File: src/rtl/gpio_bus_arb_if.sv
// Request-side and ic0-side signal bundle for gpio_bus_arb.
// master = the arbiter (it masters ic0), slave = the clients and GPIO slaves around it.
interface gpio_bus_arb_if;
  logic        rq0_valid;
  logic        rq0_we;
  logic [31:0] rq0_addr;
  logic [31:0] rq0_wdata;
  logic        rq0_ready;
  logic        rq0_rsp_valid;
  logic [31:0] rq0_rsp_data;
  logic        rq0_rsp_err;

  logic        rq1_valid;
  logic        rq1_we;
  logic [31:0] rq1_addr;
  logic [31:0] rq1_wdata;
  logic        rq1_ready;
  logic        rq1_rsp_valid;
  logic [31:0] rq1_rsp_data;
  logic        rq1_rsp_err;

  logic        ic0_c_axi_mst_wr_valid;
  logic        ic0_c_axi_mst_rd_valid;
  logic [31:0] ic0_axi_mst_wr_addr;
  logic [31:0] ic0_axi_mst_wr_data;
  logic [31:0] ic0_axi_mst_rd_addr;
  logic        ic0_c_axi_slv_rd_ready_0;
  logic [31:0] ic0_axi_slv_rd_data_0;

  modport master (
    input  rq0_valid, rq0_we, rq0_addr, rq0_wdata,
    output rq0_ready, rq0_rsp_valid, rq0_rsp_data, rq0_rsp_err,
    input  rq1_valid, rq1_we, rq1_addr, rq1_wdata,
    output rq1_ready, rq1_rsp_valid, rq1_rsp_data, rq1_rsp_err,
    output ic0_c_axi_mst_wr_valid, ic0_c_axi_mst_rd_valid,
    output ic0_axi_mst_wr_addr, ic0_axi_mst_wr_data, ic0_axi_mst_rd_addr,
    input  ic0_c_axi_slv_rd_ready_0, ic0_axi_slv_rd_data_0
  );

  modport slave (
    output rq0_valid, rq0_we, rq0_addr, rq0_wdata,
    input  rq0_ready, rq0_rsp_valid, rq0_rsp_data, rq0_rsp_err,
    output rq1_valid, rq1_we, rq1_addr, rq1_wdata,
    input  rq1_ready, rq1_rsp_valid, rq1_rsp_data, rq1_rsp_err,
    input  ic0_c_axi_mst_wr_valid, ic0_c_axi_mst_rd_valid,
    input  ic0_axi_mst_wr_addr, ic0_axi_mst_wr_data, ic0_axi_mst_rd_addr,
    output ic0_c_axi_slv_rd_ready_0, ic0_axi_slv_rd_data_0
  );
endinterface

File: src/rtl/gpio_bus_arb.sv
// Round-robin two-client arbiter/sequencer for the ic0 GPIO register bus, one read in flight.
// Define GPIO_BUS_ARB_TIMEOUT_EN to compile in the read timeout counter and error response.
//
// state   | meaning
// IDLE    | accepting requests; writes complete here back-to-back
// RD_WAIT | read strobed, waiting for ic0 read-ready (or timeout)
module gpio_bus_arb #(
  parameter int unsigned TIMEOUT  = 15,
  parameter logic [31:0] ERR_DATA = 32'hDEADBEEF
) (
  input logic            clk,
  input logic            rst_n,
  gpio_bus_arb_if.master bus
);

  typedef enum logic {IDLE, RD_WAIT} state_t;

  localparam logic [7:0] TIMEOUT_CNT = 8'(TIMEOUT);

  state_t      state;
  logic        last;
  logic        owner;

  logic        wr_valid_q;
  logic        rd_valid_q;
  logic [31:0] wr_addr_q;
  logic [31:0] wr_data_q;
  logic [31:0] rd_addr_q;
  logic [1:0]  rsp_valid_q;
  logic [31:0] rsp_data0_q;
  logic [31:0] rsp_data1_q;

  logic        grant0;
  logic        grant1;
  logic        accept;
  logic        sel;
  logic        req_we;
  logic [31:0] req_addr;
  logic [31:0] req_wdata;

  // On contention the grant goes to whoever was not served last.
  always_comb begin
    grant0    = (state == IDLE) && bus.rq0_valid && (!bus.rq1_valid || last);
    grant1    = (state == IDLE) && bus.rq1_valid && (!bus.rq0_valid || !last);
    accept    = grant0 || grant1;
    sel       = grant1;
    req_we    = sel ? bus.rq1_we    : bus.rq0_we;
    req_addr  = sel ? bus.rq1_addr  : bus.rq0_addr;
    req_wdata = sel ? bus.rq1_wdata : bus.rq0_wdata;
  end

`ifdef GPIO_BUS_ARB_TIMEOUT_EN
  logic [7:0] tmo_cnt;
  logic [1:0] rsp_err_q;

  always_ff @(posedge clk or negedge rst_n) begin
    if (!rst_n) begin
      state       <= IDLE;
      last        <= 1'b1;
      owner       <= 1'b0;
      tmo_cnt     <= 8'd0;
      wr_valid_q  <= 1'b0;
      rd_valid_q  <= 1'b0;
      wr_addr_q   <= 32'd0;
      wr_data_q   <= 32'd0;
      rd_addr_q   <= 32'd0;
      rsp_valid_q <= 2'b00;
      rsp_data0_q <= 32'd0;
      rsp_data1_q <= 32'd0;
      rsp_err_q   <= 2'b00;
    end else begin
      wr_valid_q  <= 1'b0;
      rd_valid_q  <= 1'b0;
      wr_addr_q   <= 32'd0;
      wr_data_q   <= 32'd0;
      rd_addr_q   <= 32'd0;
      rsp_valid_q <= 2'b00;
      rsp_data0_q <= 32'd0;
      rsp_data1_q <= 32'd0;
      rsp_err_q   <= 2'b00;
      case (state)
        IDLE: begin
          if (accept) begin
            last <= sel;
            if (req_we) begin
              wr_valid_q       <= 1'b1;
              wr_addr_q        <= req_addr;
              wr_data_q        <= req_wdata;
              rsp_valid_q[sel] <= 1'b1;
            end else begin
              rd_valid_q <= 1'b1;
              rd_addr_q  <= req_addr;
              owner      <= sel;
              tmo_cnt    <= 8'd0;
              state      <= RD_WAIT;
            end
          end
        end
        RD_WAIT: begin
          // A read-ready arriving on the timeout cycle still delivers real data.
          if (bus.ic0_c_axi_slv_rd_ready_0) begin
            rsp_valid_q[owner] <= 1'b1;
            if (owner) rsp_data1_q <= bus.ic0_axi_slv_rd_data_0;
            else       rsp_data0_q <= bus.ic0_axi_slv_rd_data_0;
            state <= IDLE;
          end else if (tmo_cnt == TIMEOUT_CNT) begin
            rsp_valid_q[owner] <= 1'b1;
            rsp_err_q[owner]   <= 1'b1;
            if (owner) rsp_data1_q <= ERR_DATA;
            else       rsp_data0_q <= ERR_DATA;
            state <= IDLE;
          end else begin
            tmo_cnt <= tmo_cnt + 8'd1;
          end
        end
        default: state <= IDLE;
      endcase
    end
  end

  assign bus.rq0_rsp_err = rsp_err_q[0];
  assign bus.rq1_rsp_err = rsp_err_q[1];
`else
  always_ff @(posedge clk or negedge rst_n) begin
    if (!rst_n) begin
      state       <= IDLE;
      last        <= 1'b1;
      owner       <= 1'b0;
      wr_valid_q  <= 1'b0;
      rd_valid_q  <= 1'b0;
      wr_addr_q   <= 32'd0;
      wr_data_q   <= 32'd0;
      rd_addr_q   <= 32'd0;
      rsp_valid_q <= 2'b00;
      rsp_data0_q <= 32'd0;
      rsp_data1_q <= 32'd0;
    end else begin
      wr_valid_q  <= 1'b0;
      rd_valid_q  <= 1'b0;
      wr_addr_q   <= 32'd0;
      wr_data_q   <= 32'd0;
      rd_addr_q   <= 32'd0;
      rsp_valid_q <= 2'b00;
      rsp_data0_q <= 32'd0;
      rsp_data1_q <= 32'd0;
      case (state)
        IDLE: begin
          if (accept) begin
            last <= sel;
            if (req_we) begin
              wr_valid_q       <= 1'b1;
              wr_addr_q        <= req_addr;
              wr_data_q        <= req_wdata;
              rsp_valid_q[sel] <= 1'b1;
            end else begin
              rd_valid_q <= 1'b1;
              rd_addr_q  <= req_addr;
              owner      <= sel;
              state      <= RD_WAIT;
            end
          end
        end
        RD_WAIT: begin
          // Without the timeout path a missing slave holds the bus until read-ready.
          if (bus.ic0_c_axi_slv_rd_ready_0) begin
            rsp_valid_q[owner] <= 1'b1;
            if (owner) rsp_data1_q <= bus.ic0_axi_slv_rd_data_0;
            else       rsp_data0_q <= bus.ic0_axi_slv_rd_data_0;
            state <= IDLE;
          end
        end
        default: state <= IDLE;
      endcase
    end
  end

  logic unused_cfg;
  assign unused_cfg      = ^{ERR_DATA, TIMEOUT_CNT};
  assign bus.rq0_rsp_err = 1'b0;
  assign bus.rq1_rsp_err = 1'b0;
`endif

  assign bus.rq0_ready              = grant0;
  assign bus.rq1_ready              = grant1;
  assign bus.rq0_rsp_valid          = rsp_valid_q[0];
  assign bus.rq1_rsp_valid          = rsp_valid_q[1];
  assign bus.rq0_rsp_data           = rsp_data0_q;
  assign bus.rq1_rsp_data           = rsp_data1_q;
  assign bus.ic0_c_axi_mst_wr_valid = wr_valid_q;
  assign bus.ic0_c_axi_mst_rd_valid = rd_valid_q;
  assign bus.ic0_axi_mst_wr_addr    = wr_addr_q;
  assign bus.ic0_axi_mst_wr_data    = wr_data_q;
  assign bus.ic0_axi_mst_rd_addr    = rd_addr_q;

endmodule

File: src/flat_wrapper.sv
// flat-port wrapper written by rule: the top's interface ports become plain ports
module gpio_bus_arb_flat 
#(
  parameter int unsigned TIMEOUT  = 15,
  parameter logic [31:0] ERR_DATA = 32'hDEADBEEF
)
  (clk, rst_n, bus_rq0_valid, bus_rq0_we, bus_rq0_addr, bus_rq0_wdata, bus_rq0_ready, bus_rq0_rsp_valid, bus_rq0_rsp_data, bus_rq0_rsp_err, bus_rq1_valid, bus_rq1_we, bus_rq1_addr, bus_rq1_wdata, bus_rq1_ready, bus_rq1_rsp_valid, bus_rq1_rsp_data, bus_rq1_rsp_err, bus_ic0_c_axi_mst_wr_valid, bus_ic0_c_axi_mst_rd_valid, bus_ic0_axi_mst_wr_addr, bus_ic0_axi_mst_wr_data, bus_ic0_axi_mst_rd_addr, bus_ic0_c_axi_slv_rd_ready_0, bus_ic0_axi_slv_rd_data_0);
  gpio_bus_arb_if bus_i ();
  input logic clk;
  input logic rst_n;
  input wire logic [$bits(bus_i.rq0_valid)-1:0] bus_rq0_valid;
  input wire logic [$bits(bus_i.rq0_we)-1:0] bus_rq0_we;
  input wire logic [$bits(bus_i.rq0_addr)-1:0] bus_rq0_addr;
  input wire logic [$bits(bus_i.rq0_wdata)-1:0] bus_rq0_wdata;
  output wire logic [$bits(bus_i.rq0_ready)-1:0] bus_rq0_ready;
  output wire logic [$bits(bus_i.rq0_rsp_valid)-1:0] bus_rq0_rsp_valid;
  output wire logic [$bits(bus_i.rq0_rsp_data)-1:0] bus_rq0_rsp_data;
  output wire logic [$bits(bus_i.rq0_rsp_err)-1:0] bus_rq0_rsp_err;
  input wire logic [$bits(bus_i.rq1_valid)-1:0] bus_rq1_valid;
  input wire logic [$bits(bus_i.rq1_we)-1:0] bus_rq1_we;
  input wire logic [$bits(bus_i.rq1_addr)-1:0] bus_rq1_addr;
  input wire logic [$bits(bus_i.rq1_wdata)-1:0] bus_rq1_wdata;
  output wire logic [$bits(bus_i.rq1_ready)-1:0] bus_rq1_ready;
  output wire logic [$bits(bus_i.rq1_rsp_valid)-1:0] bus_rq1_rsp_valid;
  output wire logic [$bits(bus_i.rq1_rsp_data)-1:0] bus_rq1_rsp_data;
  output wire logic [$bits(bus_i.rq1_rsp_err)-1:0] bus_rq1_rsp_err;
  output wire logic [$bits(bus_i.ic0_c_axi_mst_wr_valid)-1:0] bus_ic0_c_axi_mst_wr_valid;
  output wire logic [$bits(bus_i.ic0_c_axi_mst_rd_valid)-1:0] bus_ic0_c_axi_mst_rd_valid;
  output wire logic [$bits(bus_i.ic0_axi_mst_wr_addr)-1:0] bus_ic0_axi_mst_wr_addr;
  output wire logic [$bits(bus_i.ic0_axi_mst_wr_data)-1:0] bus_ic0_axi_mst_wr_data;
  output wire logic [$bits(bus_i.ic0_axi_mst_rd_addr)-1:0] bus_ic0_axi_mst_rd_addr;
  input wire logic [$bits(bus_i.ic0_c_axi_slv_rd_ready_0)-1:0] bus_ic0_c_axi_slv_rd_ready_0;
  input wire logic [$bits(bus_i.ic0_axi_slv_rd_data_0)-1:0] bus_ic0_axi_slv_rd_data_0;
  assign bus_i.rq0_valid = bus_rq0_valid;
  assign bus_i.rq0_we = bus_rq0_we;
  assign bus_i.rq0_addr = bus_rq0_addr;
  assign bus_i.rq0_wdata = bus_rq0_wdata;
  assign bus_rq0_ready = bus_i.rq0_ready;
  assign bus_rq0_rsp_valid = bus_i.rq0_rsp_valid;
  assign bus_rq0_rsp_data = bus_i.rq0_rsp_data;
  assign bus_rq0_rsp_err = bus_i.rq0_rsp_err;
  assign bus_i.rq1_valid = bus_rq1_valid;
  assign bus_i.rq1_we = bus_rq1_we;
  assign bus_i.rq1_addr = bus_rq1_addr;
  assign bus_i.rq1_wdata = bus_rq1_wdata;
  assign bus_rq1_ready = bus_i.rq1_ready;
  assign bus_rq1_rsp_valid = bus_i.rq1_rsp_valid;
  assign bus_rq1_rsp_data = bus_i.rq1_rsp_data;
  assign bus_rq1_rsp_err = bus_i.rq1_rsp_err;
  assign bus_ic0_c_axi_mst_wr_valid = bus_i.ic0_c_axi_mst_wr_valid;
  assign bus_ic0_c_axi_mst_rd_valid = bus_i.ic0_c_axi_mst_rd_valid;
  assign bus_ic0_axi_mst_wr_addr = bus_i.ic0_axi_mst_wr_addr;
  assign bus_ic0_axi_mst_wr_data = bus_i.ic0_axi_mst_wr_data;
  assign bus_ic0_axi_mst_rd_addr = bus_i.ic0_axi_mst_rd_addr;
  assign bus_i.ic0_c_axi_slv_rd_ready_0 = bus_ic0_c_axi_slv_rd_ready_0;
  assign bus_i.ic0_axi_slv_rd_data_0 = bus_ic0_axi_slv_rd_data_0;
  gpio_bus_arb #(.TIMEOUT(TIMEOUT), .ERR_DATA(ERR_DATA)) u_core (.clk(clk), .rst_n(rst_n), .bus(bus_i));
endmodule
File: config.mk
export PLATFORM = sky130hd
export DESIGN_NAME = gpio_bus_arb_flat
export DESIGN_NICKNAME = d
export VERILOG_FILES = /design/src/rtl/gpio_bus_arb_if.sv /design/src/rtl/gpio_bus_arb.sv /design/src/flat_wrapper.sv
export SDC_FILE = /design/constraint.sdc
export NUM_CORES = 1
export LEC_CHECK = 0
export BUFFER_PORTS_ARGS = -buffer_cell sky130_fd_sc_hd__buf_4
export CAP_MARGIN = 20
export CORE_AREA = 4 4 128 130
export DETAILED_ROUTE_END_ITERATION = 8
export DIE_AREA = 0 0 132 134
export PLACE_DENSITY = 0.88
export SETUP_SLACK_MARGIN = 0.5
export SLEW_MARGIN = 20
export SYNTH_ARGS = -nofsm -noshare
export SYNTH_HDL_FRONTEND = slang
export SYNTH_SLANG_ARGS = --single-unit
File: constraint.sdc
create_clock -name clk -period 3.47 [get_ports clk]
set_input_delay 0.1735 -clock clk [delete_from_list [all_inputs] [get_ports clk]]
set_output_delay 0.1735 -clock clk [all_outputs]
set_load 0.1 [all_outputs]
After elaboration in Yosys (flattened, before gate mapping)
Index checks and enable logic that the tools add are counted.
{ "word_totals": {"in_bits": 167, "ff_bits": 167, "out_inout_bits": 168, "elab_cells": 65} }
{ "op_classes": {"order_cmp": 4, "n_reduce_logical": 14, "muxes": 34, "n_bitwise": 2} }
{ "op_table": {"columns": ["op", "n"], "rows": [
  ["$mux 32", 17],
  ["$mux 1", 10],
  ["$logic_and 1x1->1", 6],
  ["$mux 2", 3],
  ["$lt 1x2->1 const B", 2],
  ["$pmux 2 s2", 1],
  ["$logic_not 1->1", 3],
  ["$logic_or 1x1->1", 3],
  ["$reduce_and 3->1", 1],
  ["$demux 1 s1", 2],
  ["$ge 1x1->1 const B", 2],
  ["$not 1->1", 2],
  ["$pmux 1 s2", 1],
  ["$reduce_and 2->1", 1]
]} }

Logic depth before layout (Yosys ltp)
Gate-level depths: netlist (run 1).
{ "depth": {"depth_word": 10, "depth_mapped": 5, "mapped_depth_nobuf": 3} }

Least setup slack after synthesis (run 1)
Ideal clock, no wire load.
{ "synth_timing": {"kind": "reg2reg", "start": "register u_core.state", "end": "register u_core.rsp_valid_q[1]", "path_slack_ns": 1.151, "required_time_ns": 3.401, "path_buffers": 2, "setup_ns": 0.069, "arrival_time_ns": 2.250, "period_less_slack_ns": 2.319, "path_stages_with_launch": 5, "path_cell_list": "dfrtp_1 -> buf_2 -> clkbuf_1 -> nor2_1 -> a21o_1"} }
{ "synth_via": {"elab_chain_cells": 10, "elab_cells_between_ends": 15, "cone_classes": "order compare (2); mux (6); bitwise (1); reduce/logical (6)"} }
{ "synth_rtl": {"columns": ["item", "line_no", "rtl"], "rows": [
  ["start: declaration", "gpio_bus_arb.sv:20", "state_t state;"],
  ["start signal: assignment", "gpio_bus_arb.sv:126", "state <= IDLE;"],
  ["start signal: assignment", "gpio_bus_arb.sv:159", "state <= RD_WAIT;"],
  ["start signal: assignment", "gpio_bus_arb.sv:169", "state <= IDLE;"],
  ["$not 1->1 *", "gpio_bus_arb.sv:44", "grant1 = (state == IDLE) && bus.rq1_valid && (!bus.rq0_valid || !last);"],
  ["$logic_and 1x1->1 * (2 in series)", "gpio_bus_arb.sv:44", null],
  ["net bus_rq1_ready", "flat_wrapper.sv:23", "output wire logic [$bits(bus_i.rq1_ready)-1:0] bus_rq1_ready;"],
  ["$lt 1x2->1 (not written as such) / $ge 1x1->1 (equally long branches)", "gpio_bus_arb.sv:154", "rsp_valid_q[sel] <= 1'b1;"],
  ["$logic_and 1x1->1 (not written as such)", "gpio_bus_arb.sv:154", null],
  ["$mux 1 (not written as such)", "gpio_bus_arb.sv:154", null],
  ["$demux 1 s1", null, null],
  ["$mux 2", "gpio_bus_arb.sv:150", "if (req_we) begin"],
  ["$mux 2 *", "gpio_bus_arb.sv:148", "if (accept) begin"],
  ["$pmux 2 s2 *", "gpio_bus_arb.sv:146", "case (state)"],
  ["end signal: assignment", "gpio_bus_arb.sv:143", "rsp_valid_q <= 2'b00;"],
  ["end signal: indexed assignment", "gpio_bus_arb.sv:154", null],
  ["end signal: indexed assignment", "gpio_bus_arb.sv:166", "rsp_valid_q[owner] <= 1'b1;"],
  ["end: declaration", "gpio_bus_arb.sv:29", "logic [1:0] rsp_valid_q;"]
]} }
The timed path passes the listed nets; every way through them passes the cells marked *.
A chain may end at the register's enable or synchronous reset.

Final worst setup path (run 1)
{ "layout_timing": {"start": "register u_core.last", "end": "output bus_rq1_ready"} }
{ "layout_via": {"elab_chain_cells": 3} }
{ "layout_rtl": {"columns": ["item", "line_no", "rtl"], "rows": [
  ["start: declaration", "gpio_bus_arb.sv:21", "logic last;"],
  ["start signal: assignment", "gpio_bus_arb.sv:149", "last <= sel;"],
  ["$logic_not 1->1", "gpio_bus_arb.sv:44", null],
  ["$logic_or 1x1->1", "gpio_bus_arb.sv:44", null],
  ["$logic_and 1x1->1", "gpio_bus_arb.sv:44", null],
  ["end: declaration", "flat_wrapper.sv:23", null]
]} }
No other way between the ends.

==> results.py, run 1 <==
metrics = {
    "global_routing": {
        "grt_pass1_vias": 6109,
        "grt_usage_pct": 24.2,
        "grt.overflow.total": 0,
        "grt_pass1_wl_microns": 33200,
        "grt_max_degree": 93,
        "antenna_found_initial": 0,
    },
    "cells_and_area": {
        "utilization_pct": 66.1,
        "mostFrequentLayoutCell": "buf_4",
        "n_antenna_cell": 0,
        "final_layout_size_suffix_gt1_share_pct": 43.0,
        "fillers": 1105,
        "final_cell_mix": "339 x buf_4, 165 x dfrtp_1, 94 x a22oi_1",
        "nNetsFinal": 1042,
        "syn_to_final_growth_pct": 53.2,
    },
    "clock_network": {
        "cts_max_level": 4,
        "clock-root-buffer": "clkbuf_16",
        "clockBufferDepth": 2,
        "cts_buffers": 17,
        "cts_setup_buffers": 0,
        "clkLatencyLatePin_ns": 0.43,
        "clk_pin_slew_worst_paths_ns": 0.07,
        "clkSinkCount": 167,
        "post_cts_resized": 0,
        "cts_tree": "yes",
    },
    "critical_path": {
        "cpPeakStageDelay_ns": 0.57,
        "crit_path_frequent_cell": "buf_4",
        "cp_slowest_cell": "dfstp_2",
        "path_cells": "a21bo_2 > buf_4 > nor2_1 > buf_4",
        "path_buf_inv": 2,
        "arrival_ns": 2.13,
        "critPathMaxFanout": 60,
        "startpoint_type": "flip-flop",
        "cp.required_ns": 3.30,
        "endpoint_kind": "output pin",
        "critPathTopFamily": "buffers and inverters",
        "crit_type": "reg2out",
    },
    "timing": {
        "slew_viol_final": 0,
        "fmax_mhz": 434,
        "skew_ns": 0.0165,
        "grt_setup_unrepaired": "no",
        "worst_pin_slew_ns": 1.11,
        "finalHoldViolCount": 0,
        "relSlewSlack_pct": 25.9,
        "setup_viol": 0,
        "setup-tns-final_ns": 0,
        "period_share_pct": 66.4,
        "fin_crit_ns": 2.30,
    },
    "floorplan": {
        "dieArea_sq_mm": 0.0177,
        "start_util_pct": 43.1,
        "fp.coreArea_sq_mm": 0.0151,
        "rows": 45,
        "chipWidth_microns": 132,
        "io_pins": 335,
        "die_h_microns": 134,
    },
    "routing": {
        "wl_per_cell_microns": 20.5,
        "vias_per_cell": 5.42,
        "drtIter0Drc": 519,
        "dr_total_vias": 5833,
        "drtPass1Iterations": 5,
        "wirelength_microns": 22000,
        "ant_nets": 0,
        "drc": 0,
    },
    "yosys": {
        "syn_area_per_cell_sq_um": 12.1,
        "synth_warnings": 0,
        "ys_types": 25,
        "synthCells": 538,
        "synth-seq-cells": 167,
        "seq_area_frac_synth_pct": 64.0,
        "netlist_area_sq_mm": 0.00654,
    },
    "power": {
        "intPower_mw": 3.99,
        "p_total_mw": 7.61,
        "p_clk_share_pct": 24.8,
        "p_seq_share_pct": 30.6,
        "p_per_area_mw_per_mm2": 760,
        "switching_share_pct": 47.6,
        "power_switching_mw": 3.62,
        "pwr-share-comb_pct": 44.6,
        "leakage_nw": 5.15,
        "ir_drop_mv": 0.388,
    },
    "placement": {
        "gp_congestion": 0.783,
        "dpl.hpwl_microns": 14500,
        "portBuffers": 332,
    },
    "worst_hold_path": {
        "hp-class": "in2reg",
    },
    "job": {
        "cap_viol_max_count": 0,
    },
    "status": {
        "status": "complete, no violations",
    },
}
synthesized netlist by cell type:
| cell type | n | area share [%] |
|---|---|---|
| a21bo_1 | 1 | 0.15 |
| a21bo_2 | 1 | 0.15 |
| a21boi_0 | 1 | 0.11 |
| a21o_1 | 1 | 0.11 |
| a22oi_1 | 94 | 11 |
| a22oi_2 | 2 | 0.38 |
| and2_1 | 64 | 6.1 |
| and3_1 | 1 | 0.096 |
| buf_2 | 20 | 1.5 |
| buf_4 | 3 | 0.34 |
| buf_6 | 4 | 0.69 |
| clkbuf_1 | 31 | 1.8 |
| conb_1 | 1 | 0.057 |
| dfrtp_1 | 166 | 64 |
| dfstp_2 | 1 | 0.40 |
| inv_1 | 1 | 0.057 |
| nand2_1 | 4 | 0.23 |
| nand2b_1 | 2 | 0.19 |
| nand3_1 | 2 | 0.15 |
| nand3b_1 | 65 | 7.5 |
| nand4b_1 | 1 | 0.13 |
| nor2_1 | 4 | 0.23 |
| o21ai_0 | 65 | 5.0 |
| o21ai_1 | 2 | 0.15 |
| or3_1 | 1 | 0.096 |
area by class of cell:
cell class                 instances  area [sq um]  area share [%]
clock buffer                      17           425            4.25
inverter                           1          3.75          0.0375
tap                              188           235            2.35
clock inverter                    15           160            1.60
multi-input combinational        313          2090            20.9
timing repair buffer             375          2920            29.1
sequential                       167          4180            41.8
kinds of logic (layout without fill, tap and decap cells):
family / Yosys count / count (layout) / synth area share, %
buffers and inverters: 59 / 408 / 4.40
and+or+nand+nor: 144 / 144 / 14.7
DFF: 167 / 167 / 64.0
other: 1 / 2 / 0.0574
AOI/OAI and AO/OA: 167 / 167 / 16.8
flip-flops by register name, indices dropped and copies added, names as in the netlist:
name                               flops
u_core.bus.ic0_axi_mst_rd_addr        32
u_core.rsp_valid_q                     2
u_core.owner                           1
u_core.bus.ic0_axi_mst_wr_data        32
u_core.bus.rq0_rsp_data               32
u_core.bus.rq1_rsp_data               32
u_core.bus.ic0_c_axi_mst_wr_valid      1
u_core.bus.ic0_c_axi_mst_rd_valid      1
u_core.state                           1
u_core.bus.ic0_axi_mst_wr_addr        32
u_core.last                            1
layer usage:
metal	global-route usage, %	part of all wire [%]	vias up
met4	8.23	2.6	0
met2	44.1	53	335
met3	7.80	8.0	50
li1	-	-	2589
met1	26.5	36	2859
met5	0	0	-
path summary, 6_finish.rpt:
kind | start | end | slack (ns) | depth (start not counted)
setup / recovery | u_core.last | bus_rq1_ready | 1.17 | 4
hold / removal | bus_rq1_wdata[16] | u_core.bus.ic0_axi_mst_wr_data[16] | 0.02 | 3
setup reg to reg | u_core.state | u_core.bus.ic0_axi_mst_rd_addr[18] | 1.36 | 4
hold reg to reg | u_core.owner | u_core.rsp_valid_q[0] | 0.54 | 1
max in group asynchronous | rst_n | u_core.state | 2.31 | 3
min in group asynchronous | rst_n | u_core.bus.ic0_axi_mst_rd_addr[26] | 0.34 | 2
stage by stage:
stage	area, sq um	setup WS, ns	hold slack (ns)	cells
after global routing	10000	1.08	0.00497	1076
after floorplan	6540	1.15	-0.122	539
after CTS	10000	1.12	0.000571	1076
after global placement	9090	1.46	0.251	1010
final	10000	1.17	0.0156	1076
after detailed placement	9090	1.40	0.258	1010
worst register-to-register path, delay by kind of cell (launching register included):
| kind | cells | cell delay (ns) |
|---|---|---|
| flops | 1 | 0.52 |
| compound gates | 2 | 0.58 |
| buf+inv | 2 | 0.91 |
power groups by stage:
| stage | logic (mW) | clock network [mW] | registers (mW) |
|---|---|---|---|
| 3_3_place_gp | 3.32 | 0 | 2.35 |
| 2_1_floorplan | 0.699 | 0 | 4.18 |
| 4_1_cts | 3.39 | 1.89 | 2.33 |
| 6_report | 3.39 | 1.88 | 2.33 |
| 3_5_place_dp | 3.35 | 0 | 2.36 |
| 5_1_grt | 3.51 | 1.99 | 2.36 |
timing repair:
action                                 4_1_cts  5_1_grt
hold buffers                                34        0
setup endpoints to repair                    0        0
endpoints found under the hold margin      140        0
Note: power is estimated with default switching activity, not from simulation.
==> run 2, diff against run 1 <==
--- a/config.mk
+++ b/config.mk
@@ -5,11 +5,13 @@
 export SDC_FILE = /design/constraint.sdc
 export NUM_CORES = 1
 export LEC_CHECK = 0
+export ABC_AREA = 1
 export BUFFER_PORTS_ARGS = -buffer_cell sky130_fd_sc_hd__buf_4
 export CAP_MARGIN = 20
-export CORE_AREA = 4 4 128 130
+export CORE_ASPECT_RATIO = 1.2
+export CORE_MARGIN = 4
+export CORE_UTILIZATION = 40
 export DETAILED_ROUTE_END_ITERATION = 8
-export DIE_AREA = 0 0 132 134
 export PLACE_DENSITY = 0.88
 export SETUP_SLACK_MARGIN = 0.5
 export SLEW_MARGIN = 20
==> constraint.sdc (replaced) <==
create_clock -name clk -period 1.9 [get_ports clk]
set_input_delay 0.095 -clock clk [delete_from_list [all_inputs] [get_ports clk]]
set_output_delay 0.095 -clock clk [all_outputs]
set_load 0.1 [all_outputs]
==> results.py, run 2 <==
metrics = {
    "critical_path": {
        "cpPeakStageDelay_ns": 0.57,
        "rrSetupSlack_ns": 0.25,
        "worstReg2RegEnd": "u_core.bus.ic0_axi_mst_wr_addr[1]",
        "endpoint_kind": "flip-flop",
        "r2r_cells": 6,
        "crit_type": "reg2reg",
        "critPathTopFamily": "flip-flops",
        "path_buf_inv": 1,
        "timing.rr.start": "u_core.last",
        "cp_num_cells": 6,
        "critPathMaxFanout": 26,
        "startpoint_type": "flip-flop",
        "cp.required_ns": 2.18,
        "arrival_ns": 1.93,
        "cp_slowest_cell": "dfstp_2",
        "path_cells": "nand2_4 > nand3_4 > buf_4 > nand2_1 > o21ai_1 > nor2_1",
    },
    "timing": {
        "whs_ns": 0.00777,
        "setup_viol": 0,
        "setup-tns-final_ns": 0,
        "grt_setup_unrepaired": "yes",
        "period_share_pct": 86.9,
        "fmax_mhz": 605,
        "slew_viol_final": 0,
        "finalHoldViolCount": 0,
        "skew_ns": 0.00608,
        "fin_crit_ns": 1.65,
    },
    "routing": {
        "wirelength_microns": 25700,
        "drtPass1Iterations": 6,
        "dr_total_vias": 6281,
        "wl_per_cell_microns": 19.5,
        "vias_per_cell": 4.76,
        "ant_nets": 0,
        "drc": 0,
        "drtIter0Drc": 383,
    },
    "yosys": {
        "netlist_area_sq_mm": 0.00613,
        "seq_area_frac_synth_pct": 68.1,
        "async_reset_ff_share_pct": 100,
        "synth_top_area_share_pct": 67.7,
        "synthTopCellsByCount": "166 x dfrtp_1, 154 x nor2_1, 135 x nand2_1, 104 x inv_1, 23 x o21ai_0",
        "ys_types": 20,
        "synth_area_leaders": "dfrtp_1 68%, nor2_1 9.4%, nand2_1 8.3%, inv_1 6.4%, o21ai_0 1.9%",
        "synthCells": 645,
        "synth-seq-cells": 167,
        "synth.largest_area_cell": "dfrtp_1",
        "ys.flop_type": "dfrtp_1",
        "synth_warnings": 0,
        "syn_area_per_cell_sq_um": 9.51,
        "synth_most_common_cell": "dfrtp_1",
        "synth_edf_count": 0,
    },
    "cells_and_area": {
        "mostFrequentLayoutCell": "buf_4",
        "regArea_sq_mm": 0.00418,
        "fin_area_sq_mm": 0.0114,
        "instances_no_fill": 1320,
        "multi_input_area_sq_mm": 0.00171,
        "n_antenna_cell": 0,
        "nNetsFinal": 1270,
        "syn_to_final_growth_pct": 86.4,
        "final_layout_size_suffix_gt1_share_pct": 44.4,
        "final_cell_mix": "341 x buf_4, 165 x dfrtp_1, 124 x nand2_1",
        "fillers": 856,
    },
    "placement": {
        "portBuffers": 332,
        "gp_congestion": 0.834,
        "placed_cell_area_sq_mm": 0.00887,
        "dpl.hpwl_microns": 13500,
        "dp.cells": 1160,
    },
    "floorplan": {
        "rows": 49,
        "dieArea_sq_mm": 0.0174,
        "start_util_pct": 40.8,
        "die_h_microns": 144,
        "chipWidth_microns": 121,
        "fp.coreArea_sq_mm": 0.0150,
        "io_pins": 335,
    },
    "worst_hold_path": {
        "hp-class": "in2reg",
        "whs_path_depth": 3,
        "holdCritStartpoint": "bus_rq1_addr[2]",
        "min_to": "u_core.bus.ic0_axi_mst_rd_addr[2]",
    },
    "clock_network": {
        "clkLatencyLatePin_ns": 0.41,
        "clockBufferDepth": 2,
        "cts_max_level": 4,
        "clkSinkCount": 167,
        "clock-root-buffer": "clkbuf_16",
        "clk_pin_slew_worst_paths_ns": 0.07,
        "cts_tree": "yes",
        "cts_buffers": 17,
    },
    "power": {
        "leakage_nw": 6.44,
        "p_per_area_mw_per_mm2": 1400,
        "ir_drop_mv": 1.00,
    },
    "global_routing": {
        "grt.overflow.total": 0,
        "grt_pass1_vias": 6833,
        "antenna_found_initial": 0,
        "grt_pass1_wl_microns": 36600,
        "grt_max_degree": 73,
        "grt_usage_pct": 28.3,
    },
    "job": {
        "cap_viol_max_count": 0,
    },
    "status": {
        "status": "complete, no violations",
    },
}
## run 2: changes by cell type after synthesis, moves of 3 or more
cell,previous run,this run
nor2_1,4,154
nand2_1,4,135
inv_1,1,104
a22oi_1,94,0
and2_1,64,0
nand3b_1,65,1
o21ai_0,65,23
clkbuf_1,31,11
o21ai_1,2,12
buf_2,20,11
nor2_2,0,7
buf_6,4,7
## run 2: power by group
part / leakage, nW / switching [mW] / internal (mW) / total, mW
Clock: 0.299 / 1.49 / 2.10 / 3.59
Combinational: 3.88 / 5.98 / 2.15 / 8.13
Sequential: 2.26 / 0.209 / 4.10 / 4.31
Total: 6.44 / 7.68 / 8.35 / 16.0
## run 2: what timing repair did
item	CTS	global route
pin swaps	2	6
gates cloned	17	0
setup endpoints to repair	99	104
gates resized for setup	60	81
hold buffers	91	4
hold endpoints to repair	171	7
setup buffers	14	2
## run 2: final cells by class
cell class | count | area share [%]
Clock buffer | 17 | 3.72
Timing Repair Buffer | 469 | 37.3
Sequential cell | 167 | 36.6
Clock inverter | 15 | 1.71
Tap cell | 204 | 2.23
Multi-Input combinational cell | 342 | 14.9
Inverter | 106 | 3.58
## run 2: metrics by stage
stage	utilization (%)	setup WS (ns)	power, mW
after floorplan	-	0.366	9.26
after global placement	59.0	0.299	10.8
after detailed placement	59.0	0.271	10.9
after CTS	74.4	0.258	15.7
after global routing	76.1	0.184	16.5
final	76.1	0.248	16.0
## run 2: kinds of logic after synthesis
logic type	Yosys count	synth area share [%]
and+or+nand+nor	302	19.0
other	1	0.0611
AOI/OAI and AO/OA	37	3.06
buffers and inverters	138	9.71
DFF	167	68.1
## run 2: worst register-to-register path, stage by stage (launching register included)
cell,delay (ns)
dfstp_2,0.57
nand2_4,0.07
nand3_4,0.09
buf_4,0.31
nand2_1,0.11
o21ai_1,0.27
nor2_1,0.11
## run 2: per-layer routing
metal  vias up  GRT usage (%)  wire [microns]
li1       2794              -               -
met1      3024           29.5            8800
met2       370           51.2           13700
met3        93           7.95            1970
met4         0           15.6            1250
met5         -              0               0
## run 2: worst max-delay path by stage
stage                                              endpoint        start
after floorplan                               bus_rq0_ready  u_core.last
after global placement    u_core.bus.ic0_axi_mst_rd_addr[0]  u_core.last
after detailed placement  u_core.bus.ic0_axi_mst_wr_addr[0]  u_core.last
after CTS                                     bus_rq1_ready  u_core.last
after global routing      u_core.bus.ic0_axi_mst_wr_addr[1]  u_core.last
final                     u_core.bus.ic0_axi_mst_wr_addr[1]  u_core.last
